## src/rtl/stream_mux_rr.sv

```systemverilog
// stream_mux_rr: N:1 streaming multiplexer with a registered single-stage output.
// Each cycle it grants one channel, chosen either by the sel input (mode=0) or
// round-robin across the requesting channels (mode=1).
// Optional feature: define STREAM_MUX_PARITY_EN to add the registered out_par port,
// which carries the XOR of all bits of out_data.
module stream_mux_rr #(
  parameter  int N     = 4,
  parameter  int WIDTH = 8,
  localparam int SELW  = $clog2(N)
) (
  input  logic               clk,
  input  logic               rst,
  input  logic [N*WIDTH-1:0] in_data,
  input  logic [N-1:0]       in_valid,
  output logic [N-1:0]       in_ready,
  input  logic               mode,
  input  logic [SELW-1:0]    sel,
  output logic [WIDTH-1:0]   out_data,
  output logic [SELW-1:0]    out_chan,
  output logic               out_valid,
  input  logic               out_ready
`ifdef STREAM_MUX_PARITY_EN
  ,
  output logic               out_par
`endif
);

  logic [WIDTH-1:0] chan_data [N];
  logic [N-1:0]     grant;
  logic [SELW-1:0]  grant_idx;
  logic [SELW-1:0]  cand;
  logic             found;
  logic             load;
  logic             accept;
  logic [WIDTH-1:0] word;

  logic [WIDTH-1:0] out_data_reg;
  logic [SELW-1:0]  out_chan_reg;
  logic             out_valid_reg;
  logic [SELW-1:0]  ptr_reg;
`ifdef STREAM_MUX_PARITY_EN
  logic             out_par_reg;
`endif

  // The output register can take a new word when it is empty or being drained.
  assign load = ~out_valid_reg | out_ready;

  // Split the flat input bus into per-channel words. Qualify each grant with load.
  // Also gate in_ready with rst, because while rst is high no word may be taken.
  genvar gi;
  generate
    for (gi = 0; gi < N; gi++) begin : g_chan
      assign chan_data[gi] = in_data[gi*WIDTH +: WIDTH];
      assign in_ready[gi]  = grant[gi] & load & ~rst;
    end
  endgenerate

  // Arbitration: a fixed select with a range check, or a round-robin search.
  // The search starts at the channel after the last one granted.
  always_comb begin
    grant     = '0;
    grant_idx = '0;
    found     = 1'b0;
    cand      = '0;
    if (!mode) begin
      if (32'(sel) < N) begin
        if (in_valid[sel]) begin
          grant[sel] = 1'b1;
          grant_idx  = sel;
        end
      end
    end else begin
      for (int k = 1; k <= N; k++) begin
        cand = SELW'((int'(ptr_reg) + k) % N);
        if (!found && in_valid[cand]) begin
          found       = 1'b1;
          grant[cand] = 1'b1;
          grant_idx   = cand;
        end
      end
    end
  end

  assign accept = (|grant) & load;
  assign word   = chan_data[grant_idx];

  // Output register and rr pointer. The register holds during a stall and clears
  // valid on a drain that has no new grant. On a drain with a new grant it is
  // replaced in the same edge.
  always_ff @(posedge clk or posedge rst) begin
    if (rst) begin
      out_valid_reg <= 1'b0;
      out_data_reg  <= '0;
      out_chan_reg  <= '0;
      ptr_reg       <= SELW'(N - 1);
`ifdef STREAM_MUX_PARITY_EN
      out_par_reg   <= 1'b0;
`endif
    end else if (load) begin
      if (accept) begin
        out_valid_reg <= 1'b1;
        out_data_reg  <= word;
        out_chan_reg  <= grant_idx;
`ifdef STREAM_MUX_PARITY_EN
        out_par_reg   <= ^word;
`endif
        if (mode) begin
          ptr_reg <= grant_idx;
        end
      end else begin
        out_valid_reg <= 1'b0;
      end
    end
  end

  assign out_data  = out_data_reg;
  assign out_chan  = out_chan_reg;
  assign out_valid = out_valid_reg;
`ifdef STREAM_MUX_PARITY_EN
  assign out_par   = out_par_reg;
`endif

endmodule

```

## config.mk

```make
export PLATFORM = sky130hd
export DESIGN_NAME = stream_mux_rr
export DESIGN_NICKNAME = d
export VERILOG_FILES = /design/src/rtl/stream_mux_rr.sv
export SDC_FILE = /design/constraint.sdc
export NUM_CORES = 1
export LEC_CHECK = 0
export CAP_MARGIN = 20
export CORE_ASPECT_RATIO = 1.1
export CORE_MARGIN = 10
export CORE_UTILIZATION = 41
export CTS_BUF_LIST = sky130_fd_sc_hd__clkbuf_8
export CTS_CLUSTER_SIZE = 25
export DETAILED_ROUTE_END_ITERATION = 6
export GPL_TIMING_DRIVEN = 1
export PLACE_DENSITY = 0.79
export SLEW_MARGIN = 20
export SYNTH_ARGS = -nofsm -noshare
export SYNTH_HDL_FRONTEND = slang
export SYNTH_SLANG_ARGS = --single-unit
```

## constraint.sdc

```tcl
create_clock -name clk -period 3.2 [get_ports clk]
set_input_delay 0.64 -clock clk [delete_from_list [all_inputs] [get_ports clk]]
set_output_delay 0.64 -clock clk [all_outputs]
set_load 0.005 [all_outputs]
```

==> out/results.tsv <==
stage	metric	value	unit
yosys	synth.most_common_cell	mux2i_1	
worst_hold_path	hold_path.class	register to register	
yosys	syn_area	1520	sq um
worst_setup_path	critPathCaptureType	output port	
clock_network	hold_buffers	0	
final_layout	final_util	72.9	%
final_layout	drive_gt1_share	37.7	%
worst_setup_path	r2r-start	ptr_reg[0]	
worst_hold_path	hp-start	out_chan[1]	
pwr	p_int	1.46	mW
grt	grt_max_degree	14	
worst_hold_path	whs_path_depth	1	
run	drv_cap	0	
yosys	synth-warning-count	0	
worst_setup_path	reg2reg_depth	11	
timing	holdWs	0.512	ns
timing	setup_viol	0	
detailed_routing	drc	0	
worst_setup_path	ff2ff_setup_slack	0.09	ns
clock_network	path_clk_slew	0.05	ns
yosys	synth_top_area_share	18.5	%
clock_network	cts-root-buf	clkbuf_8	
die	fp.dieH	83.8	um
detailed_routing	ant_nets	0	
pwr	seqPwrFrac	13.6	%
yosys	ys_seq_elements	13	
yosys	syn_avg_cell_area	10.2	sq um
yosys	ys_top_cells_by_area	mux2i_1, dfrtp_1, mux2_4	
run_status	status	completed	
final_layout	area_growth_syn_to_layout	72.9	%
place	hpwlAfterDp	3900	um
detailed_routing	vias	1621	
yosys	synth_commonest_cells	mux2i_1, dfrtp_1	
yosys	ys_seq_area_share	21.6	%
die	start_util	42.2	%
yosys	synth_edf_count	0	
pwr	p_per_area	910	nW/um^2
clock_network	cts_made_buffers	3	
final_layout	nNetsFinal	298	
die	ioPinCount	57	
die	die_w	78.0	um
die	rows	23	
detailed_routing	totalWireLength	5880	um
yosys	synth_area_leader_cell	mux2i_1	
clock_network	insertion_delay	0.25	ns
place	numPortBuffers	56	
worst_hold_path	worstHoldEndpoint	out_chan[1]	
yosys	synthArstFlopShare	100	%
worst_setup_path	r2r_end	ptr_reg[1]	
pwr	switchingPower	929	uW
timing	tightest_slew	0.475	ns
yosys	ys.flop_type	dfrtp_1	
clock_network	cts_max_level	1	
grt	grt_pass1_wl	9450	um
pwr	p_sw_share	39.0	%
die	die_area	6530	sq um
timing	fin_crit	3.13	ns
yosys	synth_fp_nets	199	
pwr	vdd_drop_max	0.000591	V
timing	finalClockSkew	0.00660	ns
clock_network	clock_sink_count	13	
grt	grt_pass1_vias	1892	
grt	antenna_found_initial	0	
grt	grt_usage	17.6	%
grt	overflow	0	
pwr	p_clk_share	6.2	%
final_layout	diodes	0	
worst_setup_path	crit_type	register to output port	
timing	rsz0062_at_grt	true	
timing	slew_headroom	68.1	%
worst_setup_path	worstPathArrival	2.49	ns
detailed_routing	via_per_inst	5.46	
die	core_area	3600	sq um
detailed_routing	drt_iter0_drc	145	
yosys	synth_cells	149	
detailed_routing	routedWlPerCell	19.8	um
yosys	ys_types	44	
clock_network	clockBufferDepth	2	
final_layout	largest_reg_flops	8	
clock_network	cts_tree	yes	
worst_setup_path	worstPathRequired	2.56	ns
detailed_routing	firstDrtPassIters	4	
timing	fmax	320	MHz
timing	hold_violations	0	
worst_setup_path	cp-start-kind	register	
pwr	p_leak	1.21	nW
timing	drv_slew	0	
pwr	pwr-share-comb	80.2	%
worst_setup_path	worstPathMaxFanout	5	
timing	post-route-period-util	97.8	%
place	gp_congestion	0.904	
[power by group through the flow]
| stage | Sequential (mW) | Clock [mW] | Combinational (mW) |
|---|---|---|---|
| 2_1_floorplan | 0.329 | 0 | 0.874 |
| 4_1_cts | 0.315 | 0.147 | 1.79 |
| 6_report | 0.323 | 0.148 | 1.91 |
| 3_5_place_dp | 0.319 | 0 | 1.51 |
| 3_3_place_gp | 0.317 | 0 | 1.46 |
| 5_1_grt | 0.330 | 0.161 | 2.03 |
[through the flow]
step / power (mW) / cell area (sq um) / TNS (ns) / setup slack, ns / cells
after floorplan: 1.20 / 1520 / 0 / 0.160 / 149
after global placement: 1.78 / 2330 / -6.64 / -0.558 / 274
after detailed placement: 1.83 / 2330 / -7.49 / -0.616 / 274
after CTS: 2.25 / 2570 / 0 / 0.0141 / 296
after global routing: 2.52 / 2620 / -0.0650 / -0.0290 / 297
final: 2.38 / 2620 / 0 / 0.0716 / 297
[cells by family after synthesis]
kind of cell	share of synthesized area (%)
DFF	21.6
muxes	33.6
buffers and inverters	6.11
adders and majority gates	6.60
AOI/OAI and AO/OA	15.5
and+or+nand+nor	16.6
[placed cells by master, fill, tap and decap left out, drive strengths merged, types with 2 or more instances in the layout]
| cell type | instances |
|---|---|
| a32oi | 2 |
| a211o | 2 |
| inv | 8 |
| clkdlybuf4s50 | 48 |
| a31oi | 2 |
| a21oi | 6 |
| nand3b | 2 |
| mux2 | 11 |
| buf | 51 |
| and2b | 4 |
| nor2 | 8 |
| clkbuf | 7 |
| dfrtp | 11 |
| and4bb | 2 |
| nand2b | 6 |
| a211oi | 2 |
| a21o | 5 |
| o21ai | 5 |
| mux4 | 3 |
| dfstp | 2 |
| ha | 8 |
| or3b | 2 |
| nor2b | 2 |
| a2111oi | 2 |
| mux2i | 28 |
| nand2 | 8 |
[routing by layer]
layer,global-route usage [%],wire length (um),vias up
met5,0,0,-
met4,5.71,63,0
met3,4.20,308,8
met2,33.1,3220,71
met1,18.5,2280,790
li1,-,-,752
[how the worst max path moves through the flow]
stage           startpoint           to  slack, ns  cells past startpoint
2_1_floorplan   ptr_reg[0]  out_chan[1]       0.16                     11
3_3_place_gp   in_valid[2]  in_ready[3]      -0.56                      8
3_5_place_dp   in_valid[2]  in_ready[3]      -0.62                      8
4_1_cts        in_valid[1]  in_ready[3]       0.01                      9
5_1_grt         ptr_reg[0]  in_ready[1]      -0.03                      9
6_report        ptr_reg[0]  in_ready[0]       0.07                      9
[timing repair]
item	4_1_cts	5_1_grt
setup endpoints to repair	14	16
setup buffers	18	3
resized for setup	36	24
cloned	1	0
pin swaps	11	16
[worst max-delay path, stage by stage, from the launching register on]
cell       delay (ns)
dfstp_2          0.39
buf_6            0.13
or3b_4           0.41
a2111oi_4        0.48
buf_4            0.20
o21ai_1          0.08
a21oi_2          0.17
and2b_1          0.19
nor2_1           0.07
buf_2            0.12
[cell type report]
class	count	area [sq um]
multi-input combinational	120	1200
fill	232	976
timing repair buffer	103	960
sequential	13	328
tap	50	62.6
clock buffer	3	41.3
inverter	7	26.3
clock inverter	1	3.75
No activity file was read; power rests on OpenSTA's default activity.
